<file path="src/rtl/spi_master_pkg.sv">
// Shared definitions for the SPI master peripheral: register map, chip-select modes
// and the states of the shift engine.
package spi_master_pkg;

   localparam logic [7:0] OFF_SCKDIV  = 8'h00;
   localparam logic [7:0] OFF_SCKMODE = 8'h04;
   localparam logic [7:0] OFF_CSMODE  = 8'h18;
   localparam logic [7:0] OFF_TXDATA  = 8'h48;
   localparam logic [7:0] OFF_RXDATA  = 8'h4C;

   localparam logic [1:0] CS_AUTO = 2'd0;
   localparam logic [1:0] CS_HOLD = 2'd2;
   localparam logic [1:0] CS_OFF  = 2'd3;

   typedef enum logic [1:0] {
      ST_IDLE,
      ST_SETUP,
      ST_SHIFT,
      ST_GAP
   } state_e;

   // Encoding 1 is not a distinct mode and behaves like AUTO.
   function automatic logic cs_is_auto(input logic [1:0] mode);
      return !mode[1];
   endfunction

endpackage

</file>
<file path="src/rtl/spi_master_mmio_fifo.sv">
// Synchronous FIFO with first-word fall-through read; pointers carry an extra wrap
// bit so full and empty are distinguishable without a separate counter.
module sync_fifo #(
   parameter int WIDTH = 8,
   parameter int DEPTH = 8
) (
   input  logic                     clk_i,
   input  logic                     rst_i,
   input  logic                     push_i,
   input  logic [WIDTH-1:0]         din_i,
   input  logic                     pop_i,
   output logic [WIDTH-1:0]         dout_o,
   output logic                     full_o,
   output logic                     empty_o,
   output logic [$clog2(DEPTH):0]   count_o
);

   localparam int AW = $clog2(DEPTH);

   logic [WIDTH-1:0] mem_q [DEPTH];
   logic [AW:0]      wr_q, wr_d;
   logic [AW:0]      rd_q, rd_d;
   logic             push_ok, pop_ok;

   assign empty_o = (wr_q == rd_q);
   assign full_o  = (wr_q[AW] != rd_q[AW]) && (wr_q[AW-1:0] == rd_q[AW-1:0]);
   assign count_o = wr_q - rd_q;
   assign dout_o  = mem_q[rd_q[AW-1:0]];

   assign push_ok = push_i && !full_o;
   assign pop_ok  = pop_i && !empty_o;
   assign wr_d    = push_ok ? wr_q + 1'b1 : wr_q;
   assign rd_d    = pop_ok ? rd_q + 1'b1 : rd_q;

   always_ff @(posedge clk_i) begin
      if (push_ok) begin
         mem_q[wr_q[AW-1:0]] <= din_i;
      end
   end

   always_ff @(posedge clk_i or posedge rst_i) begin
      if (rst_i) begin
         wr_q <= '0;
         rd_q <= '0;
      end else begin
         wr_q <= wr_d;
         rd_q <= rd_d;
      end
   end

endmodule

</file>
<file path="src/rtl/spi_master_mmio.sv">
// MMIO SPI master: register window with registered responses, TX/RX byte FIFOs and a
// half-period driven shift engine supporting all CPOL/CPHA modes and three CS modes.
module spi_master_mmio
   import spi_master_pkg::*;
#(
   parameter logic [31:0] BASE       = 32'h10024000,
   parameter int          FIFO_DEPTH = 8,
   parameter int          DIV_W      = 12
) (
   input  logic        clk,
   input  logic        reset,
   input  logic        rq_en,
   input  logic [31:0] rq_addr,
   input  logic        rq_iswrite,
   input  logic [31:0] rq_data,
   output logic        rs_en,
   output logic [31:0] rs_data,
   output logic        spi_sck,
   output logic        spi_cs_n,
   output logic        spi_mosi,
   input  logic        spi_miso
);

   localparam int CW = $clog2(FIFO_DEPTH) + 1;

   logic             hit, bus_wr, bus_rd;
   logic [7:0]       off;
   logic             tx_push, rx_pop;
   logic [31:0]      rs_data_d;
   logic             rs_en_q;
   logic [31:0]      rs_data_q;

   logic [DIV_W-1:0] sckdiv_q;
   logic             cpha_q, cpol_q;
   logic [1:0]       csmode_q;

   state_e           state_q, state_d;
   logic [DIV_W-1:0] cnt_q, cnt_d, div_f_q, div_f_d;
   logic [3:0]       edge_q, edge_d;
   logic [7:0]       tx_sh_q, tx_sh_d, rx_sh_q, rx_sh_d;
   logic             sck_q, sck_d, cs_n_q, cs_n_d, mosi_q, mosi_d;
   logic             cpol_f_q, cpol_f_d, cpha_f_q, cpha_f_d;
   logic             start, rx_push, half_done, lead;
   logic [7:0]       rx_byte;

   logic [7:0]       tx_dout, rx_dout;
   logic             tx_full, tx_empty, rx_empty;
   logic             rx_full_unused;
   logic [CW-1:0]    tx_count_unused, rx_count_unused;
   logic [23:0]      rq_data_unused;

   assign rq_data_unused = rq_data[31:8];

   assign hit     = rq_en && (rq_addr[31:8] == BASE[31:8]);
   assign off     = rq_addr[7:0];
   assign bus_wr  = hit && rq_iswrite;
   assign bus_rd  = hit && !rq_iswrite;
   assign tx_push = bus_wr && (off == OFF_TXDATA);
   assign rx_pop  = bus_rd && (off == OFF_RXDATA) && !rx_empty;

   // Status bits are taken from the FIFO state before this request acts on it.
   always_comb begin
      rs_data_d = '0;
      if (bus_rd) begin
         case (off)
            OFF_SCKDIV:  rs_data_d = 32'(sckdiv_q);
            OFF_SCKMODE: rs_data_d = {30'b0, cpol_q, cpha_q};
            OFF_CSMODE:  rs_data_d = {30'b0, csmode_q};
            OFF_TXDATA:  rs_data_d = {tx_full, 31'b0};
            OFF_RXDATA:  rs_data_d = rx_empty ? 32'h8000_0000 : {24'b0, rx_dout};
            default:     rs_data_d = '0;
         endcase
      end
   end

   sync_fifo #(.WIDTH(8), .DEPTH(FIFO_DEPTH)) u_tx_fifo (
      .clk_i   (clk),
      .rst_i   (reset),
      .push_i  (tx_push),
      .din_i   (rq_data[7:0]),
      .pop_i   (start),
      .dout_o  (tx_dout),
      .full_o  (tx_full),
      .empty_o (tx_empty),
      .count_o (tx_count_unused)
   );

   sync_fifo #(.WIDTH(8), .DEPTH(FIFO_DEPTH)) u_rx_fifo (
      .clk_i   (clk),
      .rst_i   (reset),
      .push_i  (rx_push),
      .din_i   (rx_byte),
      .pop_i   (rx_pop),
      .dout_o  (rx_dout),
      .full_o  (rx_full_unused),
      .empty_o (rx_empty),
      .count_o (rx_count_unused)
   );

   assign half_done = (cnt_q == div_f_q);
   assign lead      = !edge_q[0];
   // With CPHA=1 the last sample lands in the same cycle the byte is pushed.
   assign rx_byte   = cpha_f_q ? {rx_sh_q[6:0], spi_miso} : rx_sh_q;

   always_comb begin
      state_d  = state_q;
      cnt_d    = cnt_q;
      edge_d   = edge_q;
      sck_d    = sck_q;
      cs_n_d   = cs_n_q;
      mosi_d   = mosi_q;
      tx_sh_d  = tx_sh_q;
      rx_sh_d  = rx_sh_q;
      div_f_d  = div_f_q;
      cpol_f_d = cpol_f_q;
      cpha_f_d = cpha_f_q;
      start    = 1'b0;
      rx_push  = 1'b0;

      if (state_q != ST_IDLE) begin
         cnt_d = half_done ? '0 : cnt_q + DIV_W'(1);
      end

      case (state_q)
         ST_IDLE: begin
            sck_d = cpol_q;
            if (csmode_q != CS_HOLD) cs_n_d = 1'b1;
            if (!tx_empty) begin
               start = 1'b1;
               if (csmode_q == CS_HOLD && !cs_n_q) begin
                  state_d = ST_SHIFT;
               end else begin
                  state_d = ST_SETUP;
                  cs_n_d  = (csmode_q == CS_OFF);
               end
            end
         end
         ST_SETUP: begin
            if (half_done) state_d = ST_SHIFT;
         end
         ST_SHIFT: begin
            if (half_done) begin
               sck_d  = ~sck_q;
               edge_d = edge_q + 4'd1;
               if (lead ^ cpha_f_q) begin
                  rx_sh_d = {rx_sh_q[6:0], spi_miso};
               end else begin
                  mosi_d  = cpha_f_q ? tx_sh_q[7] : tx_sh_q[6];
                  tx_sh_d = {tx_sh_q[6:0], 1'b0};
               end
               if (edge_q == 4'd15) begin
                  rx_push = 1'b1;
                  state_d = ST_GAP;
               end
            end
         end
         ST_GAP: begin
            if (half_done) begin
               if (!tx_empty) begin
                  // AUTO mode spends one extra gap half-period with CS released.
                  if (cs_is_auto(csmode_q) && !cs_n_q) begin
                     cs_n_d = 1'b1;
                  end else begin
                     start = 1'b1;
                     if (cs_is_auto(csmode_q)) begin
                        state_d = ST_SETUP;
                        cs_n_d  = 1'b0;
                     end else begin
                        state_d = ST_SHIFT;
                     end
                  end
               end else begin
                  state_d = ST_IDLE;
                  if (csmode_q != CS_HOLD) cs_n_d = 1'b1;
               end
            end
         end
         default: state_d = ST_IDLE;
      endcase

      if (start) begin
         div_f_d  = sckdiv_q;
         cpol_f_d = cpol_q;
         cpha_f_d = cpha_q;
         tx_sh_d  = tx_dout;
         sck_d    = cpol_q;
         cnt_d    = '0;
         edge_d   = '0;
         if (!cpha_q) mosi_d = tx_dout[7];
      end
   end

   always_ff @(posedge clk or posedge reset) begin
      if (reset) begin
         rs_en_q   <= 1'b0;
         rs_data_q <= '0;
         sckdiv_q  <= DIV_W'(3);
         cpha_q    <= 1'b0;
         cpol_q    <= 1'b0;
         csmode_q  <= CS_AUTO;
         state_q   <= ST_IDLE;
         cnt_q     <= '0;
         edge_q    <= '0;
         div_f_q   <= '0;
         cpol_f_q  <= 1'b0;
         cpha_f_q  <= 1'b0;
         tx_sh_q   <= '0;
         rx_sh_q   <= '0;
         sck_q     <= 1'b0;
         cs_n_q    <= 1'b1;
         mosi_q    <= 1'b0;
      end else begin
         rs_en_q   <= hit;
         rs_data_q <= rs_data_d;
         if (bus_wr) begin
            case (off)
               OFF_SCKDIV:  sckdiv_q <= rq_data[DIV_W-1:0];
               OFF_SCKMODE: {cpol_q, cpha_q} <= rq_data[1:0];
               OFF_CSMODE:  csmode_q <= rq_data[1:0];
               default: ;
            endcase
         end
         state_q  <= state_d;
         cnt_q    <= cnt_d;
         edge_q   <= edge_d;
         div_f_q  <= div_f_d;
         cpol_f_q <= cpol_f_d;
         cpha_f_q <= cpha_f_d;
         tx_sh_q  <= tx_sh_d;
         rx_sh_q  <= rx_sh_d;
         sck_q    <= sck_d;
         cs_n_q   <= cs_n_d;
         mosi_q   <= mosi_d;
      end
   end

   assign rs_en    = rs_en_q;
   assign rs_data  = rs_data_q;
   assign spi_sck  = sck_q;
   assign spi_cs_n = cs_n_q;
   assign spi_mosi = mosi_q;

endmodule

</file>
<file path="config.mk">
export PLATFORM = sky130hd
export DESIGN_NAME = spi_master_mmio
export DESIGN_NICKNAME = d
export VERILOG_FILES = /design/src/rtl/spi_master_pkg.sv /design/src/rtl/spi_master_mmio_fifo.sv /design/src/rtl/spi_master_mmio.sv
export SDC_FILE = /design/constraint.sdc
export NUM_CORES = 1
export LEC_CHECK = 0
export CAP_MARGIN = 10
export CORE_MARGIN = 8
export CORE_UTILIZATION = 40
export CTS_CLUSTER_DIAMETER = 30
export CTS_CLUSTER_SIZE = 24
export DETAILED_ROUTE_END_ITERATION = 10
export PLACE_DENSITY = 0.69
export SLEW_MARGIN = 20
export SYNTH_ARGS = -nofsm -noshare
export SYNTH_HDL_FRONTEND = slang
export SYNTH_SLANG_ARGS = --single-unit
</file>
<file path="constraint.sdc">
create_clock -name clk -period 9.5 [get_ports clk]
set_clock_uncertainty 0.2 [all_clocks]
set_input_delay 1.9 -clock clk [delete_from_list [all_inputs] [get_ports clk]]
set_output_delay 1.9 -clock clk [all_outputs]
set_load 0.02 [all_outputs]
</file>
Word level (Yosys, flattened, before mapping)
Memory sizes are Yosys's and may differ from the RTL's. Index checks and enable logic that the tools add are counted.

Register bits after elaboration: 115. Bits in latches: 0. Memory bits (writable): 128. ROM bits: 0. Bits of input ports: 69. Output and inout bits: 36. Word-level logic and storage cells: 150. Memories: 2.

Add/subtract/negate cells: 6. Multiply operators: 0. Div/mod/pow operators: 0. Magnitude comparators: 0. Equality and inequality tests: 28. Shift operators: 0. Muxes and demuxes: 53. Bitwise gates (word level): 2. Reductions and logical operators: 39.

Memory list: u_rx_fifo.mem_q (depth 8, width 8, read ports 1, clocked after memory_dff 0, wr ports 1, line spi_master_mmio_fifo.sv:20) `logic [WIDTH-1:0] mem_q [DEPTH];`; u_tx_fifo.mem_q (depth 8, width 8, read ports 1, clocked after memory_dff 0, wr ports 1, line spi_master_mmio_fifo.sv:20).

Operator list (number): $pmux W32 S5 (1); $mux W32 (2); $mux W8 (5); $mux W12 (3); $mux W1 (26); $eq A24 B21 Y1 const B (1); $add A4 B1 Y4 const B (5); $mux W2 (9); $eq A8 B7 Y1 const B (2); $logic_and A1 B1 Y1 (14); $add A12 B1 Y12 const B (1); $eq A12 B12 Y1 (1); $mux W4 (3); $ne A2 B2 Y1 const B (6); $reduce_and A2 Y1 (5); $reduce_bool A2 Y1 (5); $reduce_and A3 Y1 (3); $eq A2 B2 Y1 const B (4); $eq A4 B4 Y1 (2); $eq A8 B3 Y1 const B (1); $eq A8 B5 Y1 const B (1); $logic_not A1 Y1 (8); $logic_not A8 Y1 (1); $pmux W2 S4 (1); 14 further kinds (18).

Logic depth before layout (Yosys ltp)
Depth in word-level cells: 8. Gate-level depth with buffers: 9. Depth with buffers taken out: 7.

Cells and area by module
Synthesis repeated with hierarchy kept, for this count alone.

Cell total of the unflattened synthesis: 700. Area total of the unflattened synthesis: 10045.9 um^2.

By module, submodules not included: sync_fifo (instances 2, cells an instance 168, area each 2996.6 um^2, seq. area each 2122.0 um^2); spi_master_mmio (instances 1, cells an instance 364, area each 4052.6 um^2, seq. area each 2005.7 um^2).

Worst setup path before layout
OpenSTA, ideal clock, no wires.

Path kind: input to register. Start point: input rq_addr[9]. End point: memory u_tx_fifo.mem_q[4][0], enable pin. Setup time: 0.398 ns. Arrival: 3.950 ns. Required time: 8.902 ns. Path slack: 4.953 ns. Stages: 5. Path buffers: 0. Cell sequence: nor4b_1 > nand4_1 > nor3_2 > nand2_1 > nor4b_1.

Cells in the longest elaborated chain, start to end: 7.

Ends and longest elaborated chain: start, declared (line spi_master_mmio.sv:13) `input logic [31:0] rq_addr,`; $eq A24 B21 Y1 (line spi_master_mmio.sv:54) `assign hit = rq_en && (rq_addr[31:8] == BASE[31:8]);`; $logic_and A1 B1 Y1 (line spi_master_mmio.sv:54); $logic_and A1 B1 Y1 (line spi_master_mmio.sv:56) `assign bus_wr = hit && rq_iswrite;`; $logic_and A1 B1 Y1 (line spi_master_mmio.sv:58) `assign tx_push = bus_wr && (off == OFF_TXDATA);`; $logic_and A1 B1 Y1 (line spi_master_mmio_fifo.sv:30) `assign push_ok = push_i && !full_o;`; $mux W1 (line spi_master_mmio_fifo.sv:36) `if (push_ok) begin`; $mux W1 (implied by the code) (line spi_master_mmio_fifo.sv:37) `mem_q[wr_q[AW-1:0]] <= din_i;`; end, declared (line spi_master_mmio_fifo.sv:20).

Every way passes these cells.

Worst setup path after layout
Start point: input rq_addr[9]. End point: memory u_tx_fifo.mem_q[5][5], enable pin.

Same word-level chain as after synthesis.

==> reports/results.tsv <==
metric	value	unit
register area share after synthesis	0.614	
Synth Register Bits	224	
# fillers	2133	
area of the multi-input gates	3630	um2
PD cells	201	nW/um2
DRT Wirelength	21300	um
final hold slack	288	ps
row count	58	
Final Hold Vio Count	0	
DR vias	5878	
Starting Density	0.405	
postcts setup bufs	0	
Core Area	25100	um2
RSZ-0062 raised after global routing	no	
CTS HTree Levels	2	
register area	6250	um2
Vias/cell	5.27	
ANT cells	0	
top cell type's share of synthesized area	0.378	
Mean Syn Cell Area	15.3	um2
die width	176	um
Fmax	209	MHz
Hold WC Path Type	reg -> reg	
status	finished clean	
commonest non-fill, non-tap cells in the layout	128 x edfxtp_1, 93 x dfrtp_1, 65 x clkdlybuf4s50_1, 49 x mux2_2, 40 x clkbuf_16	
Final ANT Viol Nets	0	
first drt pass iteration count	5	
Final Cycle Share	0.503	
Max stage delay cell, worst path	nor3_1	
DRC Markers	0	
Tmin final	4780	ps
Worst path max stage delay	700	ps
routability cong.	0.770	
Setup Viol. Count Final	0	
GRT Util Overall	0.140	
Synth area leader	edfxtp_1	
IO Port Bufs	65	
FFs w/ async S/R, synth	0.429	
kind of critical path	in -> reg	
clock latency at the later pin of the worst-skew pair	520	ps
proportion of layout cells with a drive suffix above 1	0.237	
# clock sinks	224	
Worst Path Max Fanout	8	
setup TNS	0	ps
post-CTS resize count	0	
clk root buf	clkbuf_16	
Rel. slew slack	0.398	
largest net degree at the start of global routing	50	
grt ovf	0	
Synth Flop Type	edfxtp_1	
Static Leak	0.00450	uW
Ys Warns	0	
type of origin of the critical path	primary input	
TritonCTS buffer count	39	
Post-synth EDFFs	128	
Max Cap Viol	0	
Hold Buf Count CTS	0	
Gate Count Post-Synth	666	
Die ar.	30800	um2
Final HPWL DP	14600	um
NumNets Final	834	
CP required	9520	ps
CTS Buffer Depth	3	
synth unique cells	74	
Post-Syn Area	10200	um2
Top-Level Pins	105	
chip height	176	um
slew at the pin closest to its max-slew limit	899	ps
Area Overhead vs Synth	21.9	%
crit-path cells	clkdlybuf4s50_1, nor4b_1, nand4_1, nor3_2, nand2_1, nor3_1, buf_4	
maximum vdd drop	0.000154	V
Slew Limit Fails	0	
vias in the first global route	6141	
TritonCTS clock tree	done	
Starting DRT DRC Count	324	
Clk pin slew, worst setup/hold paths	50	ps
Synth area leaders	edfxtp_1 38%, dfrtp_1 23%, mux4_2 6.2%, mux2_2 5.4%, mux2i_1 2.9%	
Worst Path Arrival	4800	ps
wire length per cell	19.1	um
commonest non-fill, non-tap cell in the layout	edfxtp_1	
Setup crit end kind	flip-flop	
first-pass GRT wire length	33900	um
initial antenna violation count	0	
-- registers in the layout (all words and copies together), names as in the netlist, 8 cells and up --
name / flops
u_rx_fifo.mem_q: 64
u_tx_fifo.mem_q: 64
rs_data: 13
cnt_q: 12
div_f_q: 12
sckdiv_q: 12
rx_sh_q: 8
tx_sh_q: 8
-- per-layer routing --
layer / part of all wire / up-vias / track usage / wire [um]
met5: 0 / - / 0 / 0
met2: 0.49 / 176 / 0.230 / 10300
li1: - / 2716 / - / -
met3: 0.063 / 30 / 0.0348 / 1340
met1: 0.43 / 2956 / 0.179 / 9190
met4: 0.019 / 0 / 0.0480 / 405
-- synthesized netlist by cell type (4+ instances only) --
master and n:
nand2_1 21, mux2_2 49, ha_1 10, o21ai_0 19, inv_1 13, mux4_2 28
mux2i_1 30, and2_1 9, nor2_1 30, nand4_1 9, dfrtp_1 93, and4_1 6
clkbuf_1 9, nor4b_1 4, mux4_1 4, and3_1 6, nor3_1 10, mux2_4 5
nor3b_1 4, or3_1 4, a21oi_1 12, nand3_1 19, buf_4 22, nor4_1 7
xnor2_1 32, edfxtp_1 128, buf_2 6
-- cell type report --
cell class	count	area share
Sequential cell	224	0.504
Multi-Input combinational cell	400	0.293
Clock buffer	45	0.0822
Timing Repair Buffer	77	0.0597
Tap cell	330	0.0333
Clock inverter	26	0.0241
Inverter	13	0.00413
-- kinds of logic (layout without fill, tap and decap cells) --
| family | Yosys count | in the layout | share of synthesized area |
|---|---|---|---|
| AOI/OAI and AO/OA | 67 | 67 | 0.0495 |
| xor gates and xnor gates | 39 | 39 | 0.0376 |
| adders and majority gates | 10 | 10 | 0.0123 |
| buffers and inverters | 60 | 161 | 0.0388 |
| DFF | 224 | 224 | 0.614 |
| muxes | 117 | 117 | 0.164 |
| other | 1 | 19 | 0.000368 |
| and+or+nand+nor | 148 | 148 | 0.0831 |
-- metrics by stage --
step	power, uW	utilization	instances	cell area, um2	worst slack (ps)
after CTS	2520	0.493	1115	12400	4570
after global routing	2570	0.494	1115	12400	4470
after detailed placement	1130	0.441	1044	11100	4030
after global placement	1130	0.441	1044	11100	4150
final	2500	0.494	1115	12400	4720
after floorplan	1100	-	684	10200	4900
-- worst paths after layout --
path	slack, ps	from	end	cells after the start
max	4720	rq_addr[9]	u_tx_fifo.mem_q[5][5]$_DFFE_PP_	7
min	290	u_rx_fifo.rd_q[3]$_DFFE_PP0P_	u_rx_fifo.rd_q[3]$_DFFE_PP0P_	1
max reg2reg	6050	u_tx_fifo.rd_q[2]$_DFFE_PP0P_	u_tx_fifo.mem_q[5][5]$_DFFE_PP_	6
min reg2reg	290	u_rx_fifo.rd_q[3]$_DFFE_PP0P_	u_rx_fifo.rd_q[3]$_DFFE_PP0P_	1
max in group asynchronous	6420	reset	tx_sh_q[3]$_DFFE_PP0P_	3
min in group asynchronous	1610	reset	rs_data[3]$_DFF_PP0_	2
-- where the power goes --
group,switching (uW),internal (uW)
sequential,7.46,1040
combinational,35.4,32.0
clock,490,894
-- critical path: cells and delay by family --
| family | cells | cell delay [ps] |
|---|---|---|
| buffers and inverters | 2 | 670 |
| and+or+nand+nor | 5 | 2230 |
Power figures use the tool's default switching activity.
